File: src/rtl/sdhci_cmd_pkg.sv
// Shared types for the SD command-line arbiter.
//  cmd_req_t   : command descriptor offered by each source and presented to the PHY
//  rsp_type_e  : expected response format of a command
//  ErrW/ERR_*  : per-source error flag vector and its bit positions
//  arb_state_e : arbiter FSM states
package sdhci_cmd_pkg;

  typedef enum logic [1:0] {
    RSP_NONE = 2'd0,
    RSP_136  = 2'd1,
    RSP_48   = 2'd2,
    RSP_48B  = 2'd3
  } rsp_type_e;

  typedef struct packed {
    logic [5:0]  index;
    logic [31:0] arg;
    rsp_type_e   rsp_type;
    logic        chk_idx;
    logic        chk_crc;
  } cmd_req_t;

  localparam int ErrW         = 5;
  localparam int ERR_TIMEOUT  = 0;
  localparam int ERR_CRC      = 1;
  localparam int ERR_END_BIT  = 2;
  localparam int ERR_INDEX    = 3;
  localparam int ERR_NOT_EXEC = 4;

  typedef enum logic [1:0] {
    IDLE     = 2'd0,
    ISSUE    = 2'd1,
    WAIT_RSP = 2'd2,
    HALT     = 2'd3
  } arb_state_e;

endpackage

File: src/rtl/sdhci_cmd_slot.sv
// One pending-command slot per command source.
//  clk, rst  : clock, synchronous active-high reset (clears the full bit only)
//  capture   : source handshake (valid & ready); loads new_cmd and marks the slot full
//  retire    : done pulse for this source; frees the slot at the end of that cycle
//  new_cmd   : descriptor offered by the source
//  full      : slot holds a command that has not yet retired
//  cmd       : stored descriptor, stable while full
module sdhci_cmd_slot
  import sdhci_cmd_pkg::*;
(
  input  logic     clk,
  input  logic     rst,
  input  logic     capture,
  input  logic     retire,
  input  cmd_req_t new_cmd,
  output logic     full,
  output cmd_req_t cmd
);

  always_ff @(posedge clk) begin
    if (rst) begin
      full <= 1'b0;
    end else if (retire) begin
      full <= 1'b0;
    end else if (capture) begin
      full <= 1'b1;
    end
  end

  // Descriptor is only meaningful while full, so it carries no reset.
  always_ff @(posedge clk) begin
    if (capture) begin
      cmd <= new_cmd;
    end
  end

endmodule

File: src/rtl/sdhci_cmd_arbiter.sv
// Fixed-priority CMD-line arbiter in front of the SD command PHY.
// Holds one command per source, issues one at a time, checks the response
// (index, CRC7, end bit, Ncr timeout) and reports per-source completion.
// A failed response flushes all other pending commands as not-executed and
// halts the arbiter until software acknowledges.
//  clk_i, rst_i      : clock, synchronous active-high reset
//  sd_clk_en_i       : one pulse per SD clock; paces the response timeout
//  src_valid_i/src_ready_o/src_cmd_i : per-source command offer handshake
//  src_done_o/src_err_o              : per-source retire pulse and error flags
//  cmd_valid_o/cmd_ready_i/cmd_o     : granted command towards the PHY
//  rsp_valid_i, rsp_index_i, rsp_crc_ok_i, rsp_end_ok_i : received response
//  busy_o, halted_o, err_ack_i       : status and halt acknowledge
module sdhci_cmd_arbiter
  import sdhci_cmd_pkg::*;
#(
  parameter int NumSrc      = 2,
  parameter int TimeoutClks = 64
) (
  input  logic                           clk_i,
  input  logic                           rst_i,
  input  logic                           sd_clk_en_i,
  input  logic [NumSrc-1:0]              src_valid_i,
  output logic [NumSrc-1:0]              src_ready_o,
  input  cmd_req_t [NumSrc-1:0]          src_cmd_i,
  output logic [NumSrc-1:0]              src_done_o,
  output logic [NumSrc-1:0][ErrW-1:0]    src_err_o,
  output logic                           cmd_valid_o,
  input  logic                           cmd_ready_i,
  output cmd_req_t                       cmd_o,
  input  logic                           rsp_valid_i,
  input  logic [5:0]                     rsp_index_i,
  input  logic                           rsp_crc_ok_i,
  input  logic                           rsp_end_ok_i,
  output logic                           busy_o,
  output logic                           halted_o,
  input  logic                           err_ack_i
);

  localparam int CntW = $clog2(TimeoutClks + 1);
  localparam int IdxW = (NumSrc > 1) ? $clog2(NumSrc) : 1;

  arb_state_e          state;
  logic [IdxW-1:0]     grant_q;
  logic [CntW-1:0]     cnt;
  logic [CntW-1:0]     cnt_nxt;
  logic                timeout;
  logic [NumSrc-1:0]   slot_full;
  logic [NumSrc-1:0]   capture;
  logic [NumSrc-1:0]   pending;
  cmd_req_t            slot_cmd [NumSrc];
  cmd_req_t            cur_cmd;
  logic [ErrW-1:0]     fin_err;

  function automatic logic [IdxW-1:0] lowest_set(input logic [NumSrc-1:0] v);
    logic [IdxW-1:0] idx;
    idx = '0;
    for (int i = NumSrc - 1; i >= 0; i--) begin
      if (v[i]) idx = IdxW'(i);
    end
    return idx;
  endfunction

  function automatic logic [ErrW-1:0] rsp_check(input cmd_req_t c, input logic [5:0] idx,
                                                input logic crc_ok, input logic end_ok);
    logic [ErrW-1:0] e;
    e              = '0;
    e[ERR_INDEX]   = c.chk_idx & (idx != c.index);
    e[ERR_END_BIT] = ~end_ok;
    e[ERR_CRC]     = c.chk_crc & ~crc_ok;
    return e;
  endfunction

  // Ready is held low during reset so no command is captured while clearing.
  assign src_ready_o = ~slot_full & {NumSrc{~halted_o & ~rst_i}};
  assign capture     = src_valid_i & src_ready_o;
  // A slot in its done cycle is still full but must not be granted again.
  assign pending     = slot_full & ~src_done_o;

  for (genvar s = 0; s < NumSrc; s++) begin : g_slot
    sdhci_cmd_slot u_slot (
      .clk     (clk_i),
      .rst     (rst_i),
      .capture (capture[s]),
      .retire  (src_done_o[s]),
      .new_cmd (src_cmd_i[s]),
      .full    (slot_full[s]),
      .cmd     (slot_cmd[s])
    );
  end

  assign cur_cmd = slot_cmd[grant_q];
  assign cmd_o   = cmd_valid_o ? cur_cmd : cmd_req_t'('0);
  assign cnt_nxt = cnt + CntW'(sd_clk_en_i);
  assign timeout = (cnt_nxt == CntW'(TimeoutClks));

  // A response in the timeout cycle takes precedence over the timeout.
  always_comb begin
    fin_err = '0;
    if (rsp_valid_i) begin
      fin_err = rsp_check(cur_cmd, rsp_index_i, rsp_crc_ok_i, rsp_end_ok_i);
    end else if (timeout) begin
      fin_err[ERR_TIMEOUT] = 1'b1;
    end
  end

  always_ff @(posedge clk_i) begin
    if (rst_i) begin
      state       <= IDLE;
      grant_q     <= '0;
      cnt         <= '0;
      cmd_valid_o <= 1'b0;
      busy_o      <= 1'b0;
      halted_o    <= 1'b0;
      src_done_o  <= '0;
      src_err_o   <= '0;
    end else begin
      src_done_o <= '0;
      src_err_o  <= '0;
      case (state)
        IDLE: begin
          if (|pending) begin
            grant_q     <= lowest_set(pending);
            state       <= ISSUE;
            cmd_valid_o <= 1'b1;
            busy_o      <= 1'b1;
          end
        end
        ISSUE: begin
          if (cmd_ready_i) begin
            cmd_valid_o <= 1'b0;
            if (cur_cmd.rsp_type == RSP_NONE) begin
              src_done_o[grant_q] <= 1'b1;
              state               <= IDLE;
              busy_o              <= 1'b0;
            end else begin
              cnt   <= '0;
              state <= WAIT_RSP;
            end
          end
        end
        WAIT_RSP: begin
          cnt <= cnt_nxt;
          if (rsp_valid_i || timeout) begin
            src_done_o[grant_q] <= 1'b1;
            src_err_o[grant_q]  <= fin_err;
            if (fin_err == '0) begin
              state  <= IDLE;
              busy_o <= 1'b0;
            end else begin
              state    <= HALT;
              halted_o <= 1'b1;
              for (int s = 0; s < NumSrc; s++) begin
                if (slot_full[s] && (IdxW'(s) != grant_q)) begin
                  src_done_o[s]               <= 1'b1;
                  src_err_o[s]                <= '0;
                  src_err_o[s][ERR_NOT_EXEC]  <= 1'b1;
                end
              end
            end
          end
        end
        HALT: begin
          if (err_ack_i) begin
            state    <= IDLE;
            halted_o <= 1'b0;
            busy_o   <= 1'b0;
          end
        end
        default: state <= IDLE;
      endcase
    end
  end

endmodule

File: config.mk
export PLATFORM = sky130hd
export DESIGN_NAME = sdhci_cmd_arbiter
export DESIGN_NICKNAME = d
export VERILOG_FILES = /design/src/rtl/sdhci_cmd_pkg.sv /design/src/rtl/sdhci_cmd_slot.sv /design/src/rtl/sdhci_cmd_arbiter.sv
export SDC_FILE = /design/constraint.sdc
export NUM_CORES = 1
export LEC_CHECK = 0
export ABC_AREA = 1
export CAP_MARGIN = 25
export CELL_PAD_IN_SITES_DETAIL_PLACEMENT = 0
export CELL_PAD_IN_SITES_GLOBAL_PLACEMENT = 2
export CORE_MARGIN = 2
export CORE_UTILIZATION = 41
export DETAILED_ROUTE_END_ITERATION = 6
export DONT_BUFFER_PORTS = 1
export GPL_TIMING_DRIVEN = 0
export PLACE_DENSITY = 0.89
export SYNTH_ARGS = -nofsm -noshare
export SYNTH_HDL_FRONTEND = slang
export SYNTH_SLANG_ARGS = --single-unit
File: constraint.sdc
create_clock -name clk_i -period 6.1 [get_ports clk_i]
set_clock_uncertainty 0.15 [all_clocks]
set_input_delay 0.61 -clock clk_i [delete_from_list [all_inputs] [get_ports clk_i]]
set_output_delay 0.61 -clock clk_i [all_outputs]
set_load 0.05 [all_outputs]
==> results by group <==
Outcome
  • Status: completed

Finish
  • Final net count: 579
  • Area growth syn-to-layout: 12.0%
  • Layout Cells excl Fill: 620
  • Design area: around 5300 um2
  • Filler Cells Inserted: between 1000 and 1500
  • Layout cell share with drive strength beyond 1: about an eighth
  • Most frequent cells in the layout: nor2_1, edfxtp_1, nand2_1, o21ai_0, inv_1
  • Fin util: 46.7%
  • Antenna diodes: 0
  • Commonest non-fill, non-tap cell in the layout: nor2_1

Die
  • Ports: 159
  • Core ar.: approximately 11000 um2
  • Die Ht: around 110 um
  • Die width: 112 um
  • Initial core utilization: between 40% and 50%
  • Rows: 39
  • Die area: approximately 12000 um2

Timing
  • Pins Over Slew Limit: 0
  • Finish-stage setup viols: 0
  • Total negative slack: 0 ns
  • Hold Slack: roughly 0.20 ns
  • RSZ-0062 raised after global routing: no
  • Slew headroom: between 20% and 30%
  • Final min period: roughly 3.3 ns
  • Hold Fails Final Rpt: 0
  • Final worst path period share: between 50% and 60%
  • Slew @ Worst Pin: ~1.1 ns
  • F_max: approximately 310 MHz

Logic synthesis
  • Yosys reg bits: approximately 110
  • Syn Inst Count: approximately 460
  • Mux share of post-synthesis cell area: less than 1%
  • Complex-gate fraction of the synthesized area: slightly below 9%
  • Syn nets: between 500 and 600
  • Yosys warns: 0
  • Simple-gate share of the synthesized area: between 10% and 20%
  • Synth Area in XOR/XNOR: 0%
  • Syn Area/Cell: between 10 and 15 um2
  • Sequential share of the synthesized area: between 60 and 70%
  • Mapped Area: 4740 um2
  • Largest family of logic cells by synthesized area: simple AND/OR/NAND/NOR gates
  • Post-Synth Adder-Cell Area: about 1.8%
  • Synth cell types: 37

Drt
  • Post-Route WL: between 10000 and 15000 um
  • Wirelength per Cell: between 15 and 20 um
  • Vias/cell: roughly 5.0
  • Via count: just over 3000
  • Drt drc: 0
  • DR pass1 iterations: 4
  • Initial DRC Count: 148
  • Final ANT Viol Nets: 0

Setup path
  • Setup CP Type: flip-flop to output pin
  • Worst Path Max Fanout: 10
  • Worst path required time: roughly 5.3 ns
  • R2r startpoint: halted_o$_SDFFE_PP0P_
  • Worst setup EP type: output pin
  • CP startpoint kind: flip-flop
  • Worst setup path startpoint: cmd_valid_o$_SDFFE_PP0P_
  • Critical path arrival: 2.51 ns

CTS
  • H-Tree Depth: 3
  • Clk slew on worst S/H paths: about 0.070 ns
  • Max Buffers Root-to-Sink: 2
  • Clock Root Buffer: clkbuf_16
  • Sink Count: roughly 110
  • Post-CTS setup buffer count: 0
  • Clock latency at the later pin of the worst-skew pair: about 0.35 ns
  • Hold_buf cts: 0
  • Post-CTS Resized: 0
  • CTS Buf Count: 9
  • CTS tree: done

Hold path
  • Min-delay src: src_cmd_i[81]
  • Hold Crit Class: input port to flip-flop

Power and ir drop
  • LEAKAGE: 2.05 nW
  • IR drop worst, VDD: approximately 0.27 mV
  • Pwr dens: 446 nW/um2

Placed design
  • Inst Count DP: 604
  • GP Congestion: between 0.7 and 0.8
  • Hpwl dp: roughly 7600 um
  • Count of port buffers added during placement: 0
  • Placed cell areas: 4980 um2

Global routing
  • GR Overflow Total: 0
  • GRT Overall Usage: between 10% and 20%
  • Initial antenna violation count: 1
  • Pin count of the biggest net entering global routing: 40
  • Global-route wire length before repair: between 15000 and 20000 um
  • Vias in the first global route: around 3100

Run
  • Max Cap Violations: 0
[routing by layer]
metal  vias to the layer above  GRT usage, %  share of wire [%]
li1                       1552             -                  -
met1                      1431          20.0                 41
met2                       115          28.3                 49
met3                        11          7.24                8.6
met4                         2          5.51                1.4
met5                         -             0               0.13
[kinds of logic (layout without fill, tap and decap cells)]
group | Yosys count | after routing
AND/OR/NAND/NOR | 206 | 206
flip-flops | 111 | 111
AO/OA/AOI/OAI | 72 | 72
buffers and inverters | 60 | 79
adder cells (fa/ha/maj) | 7 | 7
multiplexers | 2 | 2
[final cells by class]
type                       count  area, um2  area share (%)
sequential                   111       3060            57.7
inverter                      42        158            2.97
buffer                        18        100            1.89
multi-input combinational    287       1430            27.0
clock inverter                 7        103            1.93
clock buffer                   9        225            4.24
timing repair buffer           3       47.5           0.896
tap                          143        179            3.37
[Yosys cell counts, drive strengths merged]
cell type / number / area share, %
clkbuf: 10 / 0.79
and2: 2 / 0.26
o21a: 1 / 0.16
nor3: 4 / 0.42
mux2i: 2 / 0.42
ha: 7 / 1.8
o211ai: 1 / 0.16
inv: 42 / 3.3
nand4: 1 / 0.13
o21ai: 44 / 4.7
or2: 3 / 0.40
nor2: 96 / 8.1
nand2: 81 / 7.2
a211oi: 5 / 1.2
a21oi: 19 / 2.3
a221oi: 1 / 0.18
dfxtp: 27 / 11
a31oi: 1 / 0.13
buf: 8 / 1.3
nand3: 19 / 2.3
edfxtp: 84 / 53
[report_power, final]
group          switching [mW]  total (mW)  internal, mW
combinational           0.600       0.757         0.157
sequential             0.0781       0.973         0.895
clock                   0.270       0.636         0.366
[registers in the layout, indices dropped and copies added (netlist names)]
signal / cells
src_err_o: 10
src_done_o: 2
busy_o: 1
cmd_valid_o: 1
state: 2
grant_q: 1
g_slot.u_slot.cmd: 84
halted_o: 1
cnt: 7
g_slot.u_slot.full: 2
[stage by stage]
stage	setup slack (ns)	total power, mW
6_report	2.83	2.37
5_1_grt	2.66	2.48
4_1_cts	2.77	2.39
3_5_place_dp	3.13	1.75
3_3_place_gp	2.00	1.73
2_1_floorplan	2.66	1.62
[worst max-delay path, stage by stage, from the launching register on]
cell      delay (ns)
dfxtp_1         0.84
inv_1           0.13
clkbuf_1        0.29
a21oi_1         0.89
[worst paths after layout]
kind,to,slack (ns),cells after the start
setup reg to reg,g_slot[0].u_slot.cmd[33]$_DFFE_PP_,3.57,3
hold reg to reg,g_slot[1].u_slot.full$_SDFFE_PP0P_,0.33,1
setup / recovery,cmd_o[37],2.83,3
hold / removal,g_slot[1].u_slot.cmd[39]$_DFFE_PP_,0.20,0
Note: power is estimated with default switching activity, not from simulation.
